`src/rtl/spi_master_scheduler.sv`:
```
// -----------------------------------------------------------------------------
// spi_master_scheduler
// Round-robin arbiter that time-shares one SPI Master among three requesters,
// one per slave-select code. The scheduler picks a winner and latches its
// transmit byte. It pulses the Master's start and times the transfer with a
// down-counter. It then captures the received byte and returns it with a
// one-cycle done pulse.
//
// Ports
//   clk              system clock, rising edge
//   reset            asynchronous active-low reset
//   req[2:0]         per-requester transfer request, held until done
//   req_data[23:0]   transmit byte of requester i at [8i+7:8i]
//   gnt[2:0]         one-hot owner of the Master
//   done[2:0]        one-cycle completion pulse for the owner
//   rx_data[7:0]     received byte, valid with done, held until next done
//   busy             high whenever the scheduler is not idle
//   m_start          Master start, high for the single LOAD cycle
//   m_slaveselect    Master slave select (00/01/10 = requester 0/1/2)
//   m_data_to_send   Master transmit byte (latched at grant)
//   m_data_received  Master received byte
// -----------------------------------------------------------------------------
module spi_master_scheduler #(
   parameter int XFER_CYCLES = 9,
   parameter int GAP_CYCLES  = 1
) (
   input  logic        clk,
   input  logic        reset,
   input  logic [2:0]  req,
   input  logic [23:0] req_data,
   output logic [2:0]  gnt,
   output logic [2:0]  done,
   output logic [7:0]  rx_data,
   output logic        busy,
   output logic        m_start,
   output logic [1:0]  m_slaveselect,
   output logic [7:0]  m_data_to_send,
   input  logic [7:0]  m_data_received
);

   localparam int CNT_MAX = (XFER_CYCLES > GAP_CYCLES) ? XFER_CYCLES : GAP_CYCLES;
   localparam int CNT_W   = (CNT_MAX >= 2) ? $clog2(CNT_MAX) : 1;
   localparam logic [CNT_W-1:0] XFER_LOAD = CNT_W'(XFER_CYCLES - 1);
   localparam logic [CNT_W-1:0] GAP_LOAD  = CNT_W'((GAP_CYCLES > 0) ? GAP_CYCLES - 1 : 0);

   typedef enum logic [2:0] {
      S_IDLE,
      S_LOAD,
      S_XFER,
      S_DONE,
      S_GAP
   } state_t;

   state_t           r_state;
   logic [2:0]       r_gnt;
   logic [2:0]       r_done;
   logic [7:0]       r_rx_data;
   logic             r_busy;
   logic             r_m_start;
   logic [1:0]       r_m_ss;
   logic [7:0]       r_m_data;
   logic [CNT_W-1:0] r_counter;
   logic [1:0]       r_rr_ptr;

   logic [1:0]       w_winner;
   logic [7:0]       w_win_byte;

   // Round-robin search starts just after the last served requester.
   always_comb begin
      // NOTE: every always_comb output gets a default first so no path can
      // leave it unassigned and infer a latch.
      w_winner   = 2'd0;
      w_win_byte = 8'h00;
      case (r_rr_ptr)
         2'd0:    w_winner = req[1] ? 2'd1 : (req[2] ? 2'd2 : 2'd0);
         2'd1:    w_winner = req[2] ? 2'd2 : (req[0] ? 2'd0 : 2'd1);
         default: w_winner = req[0] ? 2'd0 : (req[1] ? 2'd1 : 2'd2);
      endcase
      case (w_winner)
         2'd0:    w_win_byte = req_data[7:0];
         2'd1:    w_win_byte = req_data[15:8];
         default: w_win_byte = req_data[23:16];
      endcase
   end

   // NOTE: state is updated with non-blocking assignments and cleared by the
   // asynchronous reset branch, so every register leaves reset together.
   always_ff @(posedge clk or negedge reset) begin
      if (!reset) begin
         r_state   <= S_IDLE;
         r_gnt     <= 3'b000;
         r_done    <= 3'b000;
         r_rx_data <= 8'h00;
         r_busy    <= 1'b0;
         r_m_start <= 1'b0;
         r_m_ss    <= 2'b00;
         r_m_data  <= 8'h00;
         r_counter <= '0;
         r_rr_ptr  <= 2'd2;
      end else begin
         case (r_state)
            S_IDLE: begin
               if (req != 3'b000) begin
                  r_state   <= S_LOAD;
                  r_gnt     <= 3'b001 << w_winner;
                  r_m_ss    <= w_winner;
                  r_m_data  <= w_win_byte;
                  r_m_start <= 1'b1;
                  r_busy    <= 1'b1;
               end
            end
            S_LOAD: begin
               r_state   <= S_XFER;
               r_m_start <= 1'b0;
               r_counter <= XFER_LOAD;
            end
            S_XFER: begin
               if (r_counter == '0) begin
                  r_state   <= S_DONE;
                  r_rx_data <= m_data_received;
                  r_done    <= r_gnt;
               end else begin
                  r_counter <= r_counter - CNT_W'(1);
               end
            end
            S_DONE: begin
               // The slave-select code doubles as the owner index.
               r_gnt    <= 3'b000;
               r_done   <= 3'b000;
               r_rr_ptr <= r_m_ss;
               if (GAP_CYCLES == 0) begin
                  r_state <= S_IDLE;
                  r_busy  <= 1'b0;
               end else begin
                  r_state   <= S_GAP;
                  r_counter <= GAP_LOAD;
               end
            end
            S_GAP: begin
               if (r_counter == '0) begin
                  r_state <= S_IDLE;
                  r_busy  <= 1'b0;
               end else begin
                  r_counter <= r_counter - CNT_W'(1);
               end
            end
            default: begin
               r_state <= S_IDLE;
               r_gnt   <= 3'b000;
               r_done  <= 3'b000;
               r_busy  <= 1'b0;
            end
         endcase
      end
   end

   assign gnt            = r_gnt;
   assign done           = r_done;
   assign rx_data        = r_rx_data;
   assign busy           = r_busy;
   assign m_start        = r_m_start;
   assign m_slaveselect  = r_m_ss;
   assign m_data_to_send = r_m_data;

endmodule
```
`config.mk`:
```
export PLATFORM = sky130hd
export DESIGN_NAME = spi_master_scheduler
export DESIGN_NICKNAME = d
export VERILOG_FILES = /design/src/rtl/spi_master_scheduler.sv
export SDC_FILE = /design/constraint.sdc
export NUM_CORES = 1
export LEC_CHECK = 0
export ABC_CLOCK_PERIOD_IN_PS = 4700
export CORE_ASPECT_RATIO = 1.75
export CORE_UTILIZATION = 45
export CTS_BUF_LIST = sky130_fd_sc_hd__clkbuf_8
export DETAILED_ROUTE_END_ITERATION = 7
export PLACE_DENSITY = 0.8
export SLEW_MARGIN = 20
export SYNTH_ARGS = -nofsm -noshare
export SYNTH_HDL_FRONTEND = slang
export SYNTH_SLANG_ARGS = --single-unit
export TNS_END_PERCENT = 30
```
`constraint.sdc`:
```
create_clock -name clk -period 4.7 [get_ports clk]
set_input_delay 1.41 -clock clk [delete_from_list [all_inputs] [get_ports clk]]
set_output_delay 1.41 -clock clk [all_outputs]
set_load 0.01 [all_outputs]
```
-- Word-level counts from Yosys, hierarchy flattened
Cells that the tools add are included.
Widths: inputs -> output; s select.
- bits in registers: 35
- input bits: 37
- output and inout port bits: 26
- logic and storage cells: 66
- $add $sub $neg: 1
- eq/ne operators: 10
- shifts and indexed selects: 1
- mux-type cells: 22
- bitwise operators: 3
- reductions and logical operators: 19
- operator list (cell ; count):
    $pmux 8 s2 ; 1
    $mux 3 ; 5
    $pmux 3 s5 ; 1
    $pmux 3 s2 ; 2
    $pmux 4 s3 ; 1
    $reduce_and 2->1 ; 6
    $mux 2 ; 5
    $reduce_or 3->1 ; 3
    $ne 2x2->1 const B ; 4
    $eq 3x2->1 const B ; 2
    $reduce_and 3->1 ; 2
    $reduce_bool 3->1 ; 2
    $eq 2x1->1 const B ; 2
    $logic_not 2->1 ; 2
    $logic_not 4->1 ; 1
    $mux 4 ; 1
    $pmux 2 s2 ; 1
    $sub 4x1->4 const B ; 1
    $eq 3x1->1 const B ; 1
    $eq 3x3->1 const B ; 1
    $logic_not 3->1 ; 1
    $mux 1 ; 3
    $not 1->1 ; 3
    $pmux 1 s3 ; 1
    4 further kinds ; 4

-- Depth between registers and ports, before layout
- word-level depth: 6
- depth in mapped cells: 7

-- Least setup slack after synthesis
No wires, ideal clock.
- path kind: in2reg
- start: input req[0]
- end: register r_m_ss[1] (netlist: m_slaveselect[1])
- library setup time: 125 ps
- data arrival time: 2486 ps
- slack: 2089 ps
- cell stages on the path: 5
- path buffers: 2
- cell sequence: buf_6 > or3_4 > and3_1 > buf_6 > mux2_4
- word-level cells in the longest chain between the ends: 2
- elaborated cells between the ends (all ways): 4
- ends and longest elaborated chain (element ; line ; source):
    from (decl) ; 29 ; input logic [2:0] req,
    $mux 2 / $reduce_bool 3->1 (equally long branches) ; 77, 103 ;
    $pmux 2 s2 / $reduce_and 2->1 (equally long branches) ; -- ;
    to (signal assigned) ; 106 ; r_m_ss <= w_winner;
    to (decl) ; 60 ; logic [1:0] r_m_ss;
Several ways; a longest one is shown, not always the timed one.
A chain may end at the register's enable or synchronous reset.

-- Worst setup path after layout
Ends and elaborated chain as after synthesis.

==> metrics.yaml <==
status:
  run_status: "completed"
cts:
  cts_made_buffers: 5
  max-clock-path-buffers: 2
  holdBufCountCts: 0
  clkSlewWorstSetupHoldPaths_ns: 0.08
  cts.sinks: 35
  clock_root_cell: "clkbuf_8"
  tritoncts: "done"
  cts.htree.levels: 2
  cts_setup_buffers: 0
  insertion_delay_ns: 0.30
  number_of_gates_resized_after_cts: 0
detailed_routing:
  wirelength_met1_um: 1600
  routed_wl_um: 4350
  met3WireLength_um: 168
  route.met2.wl_um: 2500
  highest_layer: "met4"
  drc_errors: 0
  initial_drc_count: 52
  drt-vias-per-instance: 5.67
  ant_nets: 0
  overall_via_count_from_detail_route: 1627
  wl_per_cell_um: 15.1
  drt_pass1_iterations: 4
synthesis:
  synth_sequential_area_ratio_pct: 48.5
  synth_compound_area_share_pct: 19.9
  postSynthRegisterBits: 35
  avgSynthCellArea_um2: 10.2
  yosys.area_share.simple_pct: 17.9
  synth-edff-count: 0
  postSynth.asyncResetShare_pct: 100
  synth.area.mux_share_pct: 7.54
  synth_fp_nets: 216
  syn-cell-area_um2: 1810
  synth_xor_area_share_pct: 0.484
  synth_top_family_by_area: "compound AO/OA/AOI/OAI gates"
  yosys.cell_types.count: 47
  syn-instance-count: 178
  synthAdderAreaFrac_pct: 0.692
  synth-warning-count: 0
  yosys_most_used_dff: "dfrtp_1"
timing:
  clock_skew_ns: 0.00859
  setup_viol_count_final: 0
  hold_violations: 0
  tmin_final_ns: 2.96
  max_slew_headroom_pct: 56.6
  final-max-slew-violation-count: 0
  totalNegativeSetupSlack_ns: 0
  highest_clock_rate_mhz: 337
  finalCritPeriodShare_pct: 63.0
  timing_worst_slew_pin_value_ns: 0.646
  unrepaired_setup_endpoints_after_global_routing: "no"
  timing.final.ws_setup_ns: 1.74
flow_run:
  maximum_capacitance_violations: 0
layout:
  num_antenna_cells: 0
  fin_nets: 276
  mostFrequentLayoutCells: "62 x clkdlybuf4s50_1, 34 x dfrtp_1, 19 x nor2_1"
  final_area_um2: 2520
  mostFrequentLayoutCell: "clkdlybuf4s50_1"
  postLayoutCoreUtil_pct: 65.1
  drive_above_1_share_pct: 11.3
  area_growth_pct: 39.3
pwr:
  clock_power_share_pct: 13.9
  power.share.sequential_pct: 36.4
  p_total_mw: 1.60
  static-leakage-power_nw: 1.01
  p_switching_mw: 0.633
  internal-power_mw: 0.969
  max-vdd-ir-drop_v: 0.000416
  swShare_pct: 39.5
  power_density_nw_per_um2: 636
  gate_power_share_pct: 49.8
setup_path:
  worstPathArrival_ns: 3.14
  timing.critical_path.max_delay_family: "simple AND/OR/NAND/NOR gates"
  crit_chain: "clkdlybuf4s50_1 -> or3_4 -> and3_1 -> mux2_4"
  slowest_stage: "clkdlybuf4s50_1"
  startpoint_class_of_the_critical_path: "input pin"
  maximum_fanout_encountered_on_the_critical_timing_path: 19
  critPathCaptureType: "register"
  worst-setup-path-type: "in2reg"
  rrSetupSlack_ns: 2.47
  timing.critical_path.required_ns: 4.88
  crit_path_max_incr_delay_ns: 0.51
  cp.buffers_inverters: 1
global_routing:
  grt_overflow_total: 0
  grt_start_max_net_pins: 36
  antenna_found_initial: 0
  grt_first_pass_wirelength_um: 7310
  groute.usage.overall_pct: 23.1
  number_of_global_route_vias_before_repair: 1636
floorplanning:
  core-area_um2: 3870
  dieHeight_um: 85.9
  die_width_um: 49.9
  initial_utilization_pct: 46.8
  die-area_um2: 4290
  core.rowCount: 30
  floorplan.io_pins: 63
placement:
  dp_hpwl_um: 3250
  dp_slack_ns: 1.43
  postPlaceCellArea_um2: 2430
  total_of_buffers_placed_on_input_and_output_ports: 62
  global_placer_s_final_weighted_congestion: 0.862
hold_path:
  hp-class: "reg2reg"
==> worst paths after layout <==
| kind | startpoint | endpoint | depth (start not counted) |
|---|---|---|---|
| hold / removal | done[1]$_DFFE_PN0P_ | done[1]$_DFFE_PN0P_ | 1 |
| max in group asynchronous | reset | r_rr_ptr[1]$_DFFE_PN1P_ | 2 |
| min in group asynchronous | reset | rx_data[1]$_DFFE_PN0P_ | 2 |
| setup / recovery | req[0] | m_slaveselect[1]$_DFFE_PN0P_ | 4 |
| hold reg to reg | done[1]$_DFFE_PN0P_ | done[1]$_DFFE_PN0P_ | 1 |
| setup reg to reg | r_counter[0]$_DFFE_PN0P_ | rx_data[5]$_DFFE_PN0P_ | 5 |
==> logic make-up after synthesis <==
family          Yosys count
flops                    35
compound gates           49
xor+xnor                  1
fa+ha+maj                 1
simple gates             64
buf+inv                  16
mux                      12
==> metrics by stage <==
step | hold slack [ns] | instances
final | 0.508 | 287
after global routing | 0.531 | 287
after CTS | 0.509 | 287
after detailed placement | 0.491 | 279
after global placement | 0.484 | 279
after floorplan | 0.507 | 178
==> state kept, by name, summed over array words and instances, names as in the netlist <==
register,flops
r_rr_ptr,2
m_slaveselect,2
done,3
m_data_to_send,8
gnt,3
r_counter,4
rx_data,8
busy,1
r_state,3
m_start,1
==> per-layer routing <==
layer  vias up  track usage (%)
li1        775                -
met1       793             24.0
met2        51             42.6
met3         8             4.96
met4         0             10.9
met5         -                0
==> power groups by stage <==
stage          clock network, mW  registers [mW]  logic [mW]
6_report                   0.222           0.583       0.797
5_1_grt                    0.239           0.606       0.878
4_1_cts                    0.225           0.582       0.804
3_5_place_dp                   0           0.587       0.802
3_3_place_gp                   0           0.582       0.783
2_1_floorplan                  0           0.574       0.485
==> Yosys cell counts (all sizes together) (2+ instances only) <==
cell    instances  area, um^2
o211ai          4        30.0
nor2b           4        25.0
nand2          15        56.3
o21ai           5        25.0
o41ai           2        17.5
a31oi           8        50.1
a32oi           8        70.1
clkbuf          4        15.0
mux2           10         116
buf             6        51.3
or2             2        12.5
and3            2        12.5
a22o            3        26.3
dfrtp          34         851
or3             2        17.5
nand2b          3        18.8
nor2           19        71.3
nand3          11        60.1
inv             6        22.5
o221ai          2        17.5
a21oi           7        35.0
mux2i           2        20.0
==> cell type report <==
type	count	area, um^2
timing repair buffer	63	628
sequential	35	877
clock inverter	3	20.0
tap	48	60.1
inverter	6	22.5
multi-input combinational	127	842
clock buffer	5	68.8
fill	322	1350
No activity file was read; power rests on OpenSTA's default activity.
